===== src/rtl/display_pkg.sv =====
// Shared types and constants for the 4-digit display scan scheduler.
`timescale 1ns/1ps
package display_pkg;

  typedef enum logic [1:0] {
    IDLE,
    LOAD,
    SHOW,
    BLANK
  } state_t;

  localparam logic [3:0] CODE_CT   = 4'hC;
  localparam logic [3:0] CODE_F    = 4'hF;
  localparam logic [3:0] ANODE_OFF = 4'b1111;

  function automatic logic [3:0] anode_on(input logic [1:0] d);
    return ~(4'b0001 << d);
  endfunction

endpackage


===== src/rtl/slot_timer.sv =====
// Loadable down-counter; done is high while the count sits at zero,
// i.e. during the last cycle of a loaded interval of len+1 cycles.
`timescale 1ns/1ps
module slot_timer #(
  parameter int W = 13
) (
  input  logic         clk,
  input  logic         rst,
  input  logic         load,
  input  logic [W-1:0] len,
  output logic         done
);

  logic [W-1:0] cnt;

  always_ff @(posedge clk or negedge rst) begin
    if (!rst) begin
      cnt <= '0;
    end else if (load) begin
      cnt <= len;
    end else if (cnt != '0) begin
      cnt <= cnt - W'(1);
    end
  end

  assign done = (cnt == '0);

endmodule


===== src/rtl/display_scan_sched.sv =====
// Frame scheduler for the shared 4-digit multiplexed display.
// Optional LEADING_ZERO_BLANK_EN: keep digit 1 dark when tens is zero.
`timescale 1ns/1ps
module display_scan_sched
  import display_pkg::*;
#(
  parameter int REFRESH_DIV = 8000,
  parameter int BLANK_CYC   = 16
) (
  input  logic       clk,
  input  logic       rst,
  input  logic       Funct_Select,
  input  logic [3:0] Count_CT,
  input  logic [3:0] Count_F,
  output logic [3:0] C_Digit,
  output logic [3:0] C_7Seg,
  output logic       frame_tick
);

  localparam int W = $clog2(REFRESH_DIV);
  localparam logic [W-1:0] SHOW_LD  = W'(REFRESH_DIV - BLANK_CYC - 1);
  localparam logic [W-1:0] BLANK_LD = W'(BLANK_CYC - 1);

  state_t     state;
  logic [1:0] digit;
  logic       sel_q;
  logic [3:0] units_q;
  logic       tens_q;

  logic [3:0] val;
  logic       ge10;
  logic [3:0] units_c;

  assign val     = Funct_Select ? Count_F : Count_CT;
  assign ge10    = (val > 4'd9);
  assign units_c = ge10 ? (val - 4'd10) : val;

  logic         t_load;
  logic [W-1:0] t_len;
  logic         t_done;

  slot_timer #(.W(W)) u_timer (
    .clk  (clk),
    .rst  (rst),
    .load (t_load),
    .len  (t_len),
    .done (t_done)
  );

  always_comb begin
    t_load = 1'b0;
    t_len  = SHOW_LD;
    unique case (state)
      LOAD:  t_load = 1'b1;
      SHOW: begin
        t_load = t_done;
        t_len  = BLANK_LD;
      end
      BLANK: t_load = t_done && (digit != 2'd3);
      default: t_load = 1'b0;
    endcase
  end

  logic [1:0] nxt_digit;
  logic [3:0] nxt_nib;
  logic [3:0] nxt_an;

  always_comb begin
    nxt_digit = digit + 2'd1;
    nxt_nib   = 4'h0;
    nxt_an    = ANODE_OFF;
    unique case (nxt_digit)
      2'd0: begin
        nxt_nib = units_q;
        nxt_an  = anode_on(2'd0);
      end
      2'd1: begin
        nxt_nib = {3'b000, tens_q};
`ifdef LEADING_ZERO_BLANK_EN
        nxt_an  = tens_q ? anode_on(2'd1) : ANODE_OFF;
`else
        nxt_an  = anode_on(2'd1);
`endif
      end
      2'd2: begin
        nxt_nib = sel_q ? CODE_F : CODE_CT;
        nxt_an  = anode_on(2'd2);
      end
      default: begin
        nxt_nib = 4'h0;
        nxt_an  = ANODE_OFF;
      end
    endcase
  end

  always_ff @(posedge clk or negedge rst) begin
    if (!rst) begin
      state      <= IDLE;
      digit      <= 2'd0;
      sel_q      <= 1'b0;
      units_q    <= 4'h0;
      tens_q     <= 1'b0;
      C_Digit    <= ANODE_OFF;
      C_7Seg     <= 4'h0;
      frame_tick <= 1'b0;
    end else begin
      frame_tick <= 1'b0;
      unique case (state)
        IDLE: begin
          state      <= LOAD;
          frame_tick <= 1'b1;
        end
        LOAD: begin
          // inputs are taken live here so a select change in LOAD lands this frame
          sel_q   <= Funct_Select;
          units_q <= units_c;
          tens_q  <= ge10;
          digit   <= 2'd0;
          C_Digit <= anode_on(2'd0);
          C_7Seg  <= units_c;
          state   <= SHOW;
        end
        SHOW: begin
          if (t_done) begin
            state   <= BLANK;
            C_Digit <= ANODE_OFF;
          end
        end
        BLANK: begin
          if (t_done) begin
            if (digit == 2'd3) begin
              state      <= LOAD;
              digit      <= 2'd0;
              frame_tick <= 1'b1;
            end else begin
              state   <= SHOW;
              digit   <= nxt_digit;
              C_Digit <= nxt_an;
              C_7Seg  <= nxt_nib;
            end
          end
        end
        default: state <= IDLE;
      endcase
    end
  end

endmodule

===== config.mk =====
export PLATFORM = sky130hd
export DESIGN_NAME = display_scan_sched
export DESIGN_NICKNAME = d
export VERILOG_FILES = /design/src/rtl/display_pkg.sv /design/src/rtl/slot_timer.sv /design/src/rtl/display_scan_sched.sv
export SDC_FILE = /design/constraint.sdc
export NUM_CORES = 1
export LEC_CHECK = 0
export CELL_PAD_IN_SITES_DETAIL_PLACEMENT = 2
export CELL_PAD_IN_SITES_GLOBAL_PLACEMENT = 2
export CORE_UTILIZATION = 42
export CTS_CLUSTER_DIAMETER = 30
export DETAILED_ROUTE_END_ITERATION = 12
export DONT_BUFFER_PORTS = 1
export PLACE_DENSITY = 0.87
export SYNTH_ARGS = -nofsm -noshare
export SYNTH_HDL_FRONTEND = slang
export SYNTH_HIERARCHICAL = 1
export SYNTH_SLANG_ARGS = --single-unit

===== constraint.sdc =====
create_clock -name clk -period 4.8 [get_ports clk]
set_input_delay 0.72 -clock clk [delete_from_list [all_inputs] [get_ports clk]]
set_output_delay 0.72 -clock clk [all_outputs]
set_load 0.01 [all_outputs]

==> impl_results.md <==
* Status: complete, no violations
* Number of nets still failing antenna checks after routing at 0
* Final Hold Vio Count at 0
* Number of clock sinks at 31
* Master cell of the clock root buffer: sky130_fd_sc_hd__clkbuf_8
* Peak ir drop on the vdd network at 0.0002033 V
* Finished Core Util at 0.4840
* Max-cap check violation count at 0
* Number of enable-type register cells in the synthesized netlist at 0
* Post-CTS setup buffer count at 0
* Worst Setup Slack post-DPL at 2.246 ns
* Mux cell area share after synthesis at 0.04819
* Share of synthesized cell area in full adder, half adder and majority cells at 0.08701
* Total negative slack for setup checks at 0 ns
* Wire length after detailed routing at 4739 um
* Dpl hpwl at 3570 um
* Number of global-route vias before repair at 1563
* RSZ-0062 raised after global routing: no
* Post-synthesis simple-gate area fraction at 0.1961
* Number of port buffers at 0
* Maximum buffer depth of the clock tree at 2
* Number of gates resized after CTS at 0
* Per-instance average area after synthesis at 9.300 um^2
* First-pass GRT wire length at 7707 um
* Filler cell count in the final layout at 465
* Min-Delay Path Class: input port to async pin
* Startpoint kind of the worst setup timing path: register
* Clock network latency to the later pin of the worst-skew pair at 0.29 ns
* Pin count of the biggest net entering global routing at 32
* Global-route usage over all layers at 0.2314
* Leakage power figure at 0.8373 nW
* Fraction of post-synthesis cell area in the top cell type by area at 0.3748
* Minimum setup slack in the final design at 2.304 ns
* Required time of the critical path at 4.95 ns
* Die width at 68.72 um
* Core Region at 4144 um^2
* DRT Pass-1 Iters at 4
* Crit-path max FO at 19
* Ant diodes at 0
* Arrival time reported for the critical path endpoint at 2.65 ns
* Antenna violations before repair at 0
* Power density of the placed cells at 345.8 nW/um^2
* DRC marker count from the first detailed-route iteration at 80
* Xor-xnor portion of the synthesized cell area at 0.05154
* Total number of vias at 1467
* Boundary pin count at 20
* Dominant cell by count in the synthesized netlist: sky130_fd_sc_hd__nand2_1
* Post-synth ARST share at 1.000
* Number of instances in the synthesized netlist at 201
* Combined flip-flop and latch cell area at 779.5 um^2
* Largest family of logic cells by synthesized area: simple AND/OR/NAND/NOR gates
* Total of flip-flops plus latches after synthesis at 31
* Largest area contributor in the netlist: sky130_fd_sc_hd__dfrtp_1
* WL per Instance at 18.30 um
* Finish-stage setup viols at 0
* Fraction of layout cells with a size suffix above 1 at 0.1100
* Top_reg_cell synth: sky130_fd_sc_hd__dfrtp_1
* Hold-fix buffer count after cts at 0
* Weighted congestion at the end of routability-driven global placement at 0.7775
* Height of the chip at 68.72 um
* Layout overhead on the synthesized area at 7.296%
* Net count reported at finish at 232
* DRC Markers at 0
* Syn Std Cell Area at 1869 um^2
* Placed inst area at 1922 um^2
* Leftover overflow at the end of global routing at 0
* Sequential element share of the synthesized area at 0.4170
* Die area at 4722 um^2
* Area of all placed cells without fillers at 2006 um^2
* CTS H-Tree Depth at 2
* CTS tree: done
* Max-slew violation count at 0
* Highest clock rate at 400.6 MHz
* Number of vias per cell after detailed routing at 5.664
* Start-to-end type of the worst setup path: register to register
* Area of the multi-input gates at 1020 um^2
* Area contributors post-synth: sky130_fd_sc_hd__dfrtp_1 37%, sky130_fd_sc_hd__ha_1 8.7%, sky130_fd_sc_hd__nand2_1 6.0%
* Site Rows at 23
* Clock transition at the registers of the reported paths at 0.07 ns
* Top cells by instance count after synthesis: 30 x sky130_fd_sc_hd__nand2_1, 28 x sky130_fd_sc_hd__dfrtp_1
* Compound-Gate Fraction of Synth Area at 0.1466
* Total clock buffers created by CTS at 5
* Share of the clock period used by the worst path after layout at 0.5200
* Clk_skew at 0.005404 ns
* Initial Util at 0.4511
* Clock period minus final worst setup slack at 2.496 ns
* Synthesis Warnings at 6
* Critical Path Sink Type: register
* Post-synth cell types at 46
==> report_power, final <==
| group | internal (W) | total, W | leakage (nW) | switching (W) |
|---|---|---|---|---|
| Sequential | 0.000304 | 0.000362 | 0.356 | 0.0000575 |
| Clock | 0.0000990 | 0.000199 | 0.0477 | 0.000100 |
| Combinational | 0.0000659 | 0.000133 | 0.434 | 0.0000667 |
==> through the flow <==
stage / power [W] / cells / hold WS [ns]
2_1_floorplan: 0.0004626 / 207 / 0.4244
3_3_place_gp: 0.0004872 / 251 / 0.4253
3_5_place_dp: 0.0005014 / 251 / 0.4253
4_1_cts: 0.0007029 / 259 / 0.1142
5_1_grt: 0.0007312 / 259 / 0.1044
6_report: 0.0006936 / 259 / 0.1224
==> registers in the layout (all words and copies together) (netlist names) <==
| signal | flops |
|---|---|
| digit | 2 |
| C_Digit | 3 |
| sel_q | 1 |
| C_7Seg | 4 |
| tens_q | 1 |
| frame_tick | 1 |
| u_timer/cnt | 13 |
| state | 2 |
| units_q | 4 |
==> path summary, 6_finish.rpt <==
kind                                       startpoint                           to  slack (ns)  cells past startpoint
min                                               rst         state[0]$_DFFE_PN0P_        0.12                      0
min reg2reg                    units_q[2]$_DFFE_PN0N_       units_q[2]$_DFFE_PN0N_        0.52                      1
max reg2reg                u_timer/cnt[8]$_DFFE_PN0P_  u_timer/cnt[10]$_DFFE_PN0P_        2.30                      8
max in group asynchronous                         rst       C_Digit[0]$_DFFE_PN1P_        4.51                      0
min in group clk               units_q[2]$_DFFE_PN0N_       units_q[2]$_DFFE_PN0N_        0.52                      1
max                        u_timer/cnt[8]$_DFFE_PN0P_  u_timer/cnt[10]$_DFFE_PN0P_        2.30                      8
==> cells by family (layout without fill, tap and decap cells) <==
| family | count (synthesis) | count (layout) |
|---|---|---|
| flops | 31 | 31 |
| mux | 8 | 8 |
| compound gates | 44 | 44 |
| fa+ha+maj | 13 | 13 |
| xor+xnor | 11 | 11 |
| simple gates | 71 | 71 |
| other cells | 2 | 8 |
| buf+inv | 21 | 23 |
==> placed cells by master, fill, tap and decap left out, types with 2 or more instances in the layout <==
cell type                   n
sky130_fd_sc_hd__a31oi_1    3
sky130_fd_sc_hd__dfrtp_1   28
sky130_fd_sc_hd__or3_1      2
sky130_fd_sc_hd__a22oi_1    2
sky130_fd_sc_hd__xor2_1     3
sky130_fd_sc_hd__xnor2_1    8
sky130_fd_sc_hd__mux2i_1    3
sky130_fd_sc_hd__conb_1     8
sky130_fd_sc_hd__clkbuf_8   5
sky130_fd_sc_hd__nand3_1    8
sky130_fd_sc_hd__o22ai_1    3
sky130_fd_sc_hd__ha_1      13
sky130_fd_sc_hd__nor4_1     3
sky130_fd_sc_hd__inv_1     13
sky130_fd_sc_hd__nand2b_1   4
sky130_fd_sc_hd__nor4_2     2
sky130_fd_sc_hd__clkinv_2   3
sky130_fd_sc_hd__o21ai_1    4
sky130_fd_sc_hd__nor3b_1    2
sky130_fd_sc_hd__nor2_1    13
sky130_fd_sc_hd__nand2_1   30
sky130_fd_sc_hd__a21oi_1    8
sky130_fd_sc_hd__nand3b_1   3
sky130_fd_sc_hd__mux2_2     4
sky130_fd_sc_hd__dfstp_2    3
sky130_fd_sc_hd__o21ai_0   13
==> layout make-up <==
cell class,count,area share
clock inverter,3,0.007486
multi-input combinational,155,0.5084
clock buffer,5,0.03431
sequential,31,0.3886
timing repair buffer,1,0.003743
tap,50,0.03119
inverter,14,0.02620
==> layer usage <==
metal / wire length, um / track usage / vias up
met4: 51 / 0.06122 / 0
met5: 0 / 0 / -
li1: - / - / 703
met1: 2083 / 0.2725 / 743
met3: 120 / 0.06086 / 5
met2: 2484 / 0.4142 / 16
==> worst max-delay path, cell delays in order (launching register included) <==
cell and delay [ns]:
sky130_fd_sc_hd__dfrtp_1 0.43, sky130_fd_sc_hd__nor4_1 0.43, sky130_fd_sc_hd__nand4b_1 0.37, sky130_fd_sc_hd__inv_2 0.26, sky130_fd_sc_hd__nand2_1 0.08, sky130_fd_sc_hd__o22ai_1 0.12, sky130_fd_sc_hd__buf_4 0.24, sky130_fd_sc_hd__nand2b_1 0.28
sky130_fd_sc_hd__o21ai_0 0.15
Note: power is estimated with default switching activity, not from simulation.
==> RTL change, RTL diff (same settings) <==
Re-encode `state_t` (4 states) as Gray code, 2 bits wide.
--- a/src/rtl/display_pkg.sv
+++ b/src/rtl/display_pkg.sv
@@ -3,10 +3,10 @@
 package display_pkg;
 
   typedef enum logic [1:0] {
-    IDLE,
-    LOAD,
-    SHOW,
-    BLANK
+    IDLE  = 2'b00,
+    LOAD  = 2'b01,
+    SHOW  = 2'b11,
+    BLANK = 2'b10
   } state_t;
 
   localparam logic [3:0] CODE_CT   = 4'hC;
Behaviour: same outputs for any inputs over 10 cycles, from zero or initial values and one cycle with rst low; not proved beyond that.
==> RTL change against the unedited design <==
- clock skew rose by 0.00088 ns
- setup slack got worse by 0.21 ns
- total power rose by 5.0%
- cell count fell by 3.5%
- sequential cell count did not move
- synthesized area barely moved
- design area fell by 0.31%
- non-clock buffer count fell by 1
- routed wire length rose by 2.0%
- combinational power rose by 3%
==> RTL change: results (changes against the unedited design) <==
outcome:
  run_status: "finished, final reports clean"
global_routing:
  track_usage: 0.233  # +0.00210
  grt_pass1_wl_um: 7690  # -0.18%
  first_global_vias: 1560  # -0.19%
detailed_routing:
  initialDrtViolationCount: 32  # -60%
  postRouteWirelength_um: 4830  # +2.0%
  drtPass1Iterations: 4  # unchanged
  routed_via_density: 5.69  # +0.42%
  avgRoutedWirePerCell_um: 19.3  # +5.7%
pwr:
  vdd.ir_drop.worst_uv: 201  # -1.3%
  total_leakage_power_nw: 0.826  # -1.4%
critical_path:
  arrival_ns: 2.85  # +0.20 ns
  timing.rr.start: "u_timer/cnt[4]"
  worst-r2r-cell-count: 7  # -1
  reg2reg_slack_ns: 2.09  # -0.21 ns
  crit_fanout: 19  # unchanged
  reg2reg_to: "u_timer/cnt[6]"
yosys:
  yosys.cell_types.count: 48  # +4.3%
  sequential_share_of_the_synthesized_area: 0.417  # about the same
  ys_top_cells_by_count: "nand2_1, dfrtp_1, o21ai_0"
  synth.area.mux_share: 0.0717  # +0.0235
  synth_xor_xnor_area_share: 0.0516  # about the same
  synth_compound_area_frac: 0.127  # -0.0193
  postSynth.asyncResetShare: 1.00  # unchanged
  yosys_warnings: 6  # unchanged
  yosys.area_share.adder: 0.0603  # -0.0267
  synthesized_area_divided_by_synthesized_cell_count_sq_um: 9.63  # +3.5%
  post_synth_main_area_contributors: "dfrtp_1, ha_1, nand2_1"
sta:
  worst_hold_slack_ns: 0.123  # +0.000445 ns
  clock-skew-final_ns: 0.00629  # +0.000881 ns
place:
  post-place-cells: 242  # -3.6%
  finalWeightedCongestion: 0.790  # +1.6%
  place_hpwl_um: 3450  # -3.3%
final_layout:
  n_fill_cell: 449  # -3.4%
  drive_above_1_share: 0.130  # +0.0200
  nets: 219  # -5.6%
clock_network:
  clk_pin_slew_worst_paths_ns: 0.07  # about the same
  cts_max_path_buffers: 2  # unchanged
  cts_setup_buffers: 0  # unchanged
RTL change: changes by cell type in the layout (fill, tap and decap cells not counted), sizes merged, moves of 2 or more:
cell,before,now
a21oi,8,6
clkbuf,5,8
clkinv,3,0
ha,13,9
inv,14,9
mux2i,3,7
nand2b,4,9
nor2,13,9
nor3,1,3
o21ai,17,21
o22ai,3,1
RTL change: worst max path at each step:
stage / start / endpoint / cells after the start
after floorplan: u_timer/cnt[6] / u_timer/cnt[2] / 9
after global placement: u_timer/cnt[6] / u_timer/cnt[6] / 7
after detailed placement: u_timer/cnt[4] / u_timer/cnt[6] / 7
after CTS: u_timer/cnt[5] / u_timer/cnt[6] / 7
after global routing: u_timer/cnt[4] / u_timer/cnt[6] / 7
final: u_timer/cnt[4] / u_timer/cnt[6] / 7
RTL change: per-layer routing:
metal,share of wire,GRT usage,vias to the layer above,wire (um)
met2,0.53,0.425,15,2540
met5,0,0,-,0
met4,0.016,0.0740,0,76
li1,-,-,674,-
met1,0.44,0.269,725,2100
met3,0.023,0.0526,8,113
RTL change: cell families (layout without fill, tap and decap cells):
kind of cell | after synthesis | count (layout)
flip-flops | 31 | 31
multiplexers | 12 | 12
XOR/XNOR | 11 | 11
adder cells (fa/ha/maj) | 9 | 9
other | 2 | 8
AO/OA/AOI/OAI | 38 | 38
AND/OR/NAND/NOR | 74 | 74
buffers and inverters | 17 | 17
RTL change: critical path: stages (launching register included):
cell and delay (ns):
dfrtp_1 0.46, nor4_2 0.39, nand4b_1 0.35, inv_2 0.28, o22ai_1 0.15, inv_1 0.42
nand2b_1 0.35, o21ai_0 0.16
RTL change: area by class of cell:
| cell class | count | share of cell area |
|---|---|---|
| multi-input cells | 152 | 0.511 |
| flip-flops and latches | 31 | 0.390 |
| clock buffers | 8 | 0.0501 |
| well taps | 50 | 0.0313 |
| inverters | 9 | 0.0181 |
RTL change: per-stage QoR:
stage / area, sq um / util / worst slack [ns] / power [mW]
final: 2000 / 0.482 / 2.09 / 0.728
after global routing: 2000 / 0.482 / 1.79 / 0.772
after CTS: 2000 / 0.482 / 2.06 / 0.742
after detailed placement: 1900 / 0.458 / 2.12 / 0.507
after global placement: 1900 / 0.458 / 2.39 / 0.489
after floorplan: 1890 / - / 2.66 / 0.462
RTL change: power by group:
group / switching, mW / internal, mW / total, mW
Clock: 0.0967 / 0.131 / 0.227
Sequential: 0.0594 / 0.304 / 0.364
Combinational: 0.0719 / 0.0650 / 0.137
Total: 0.228 / 0.500 / 0.728
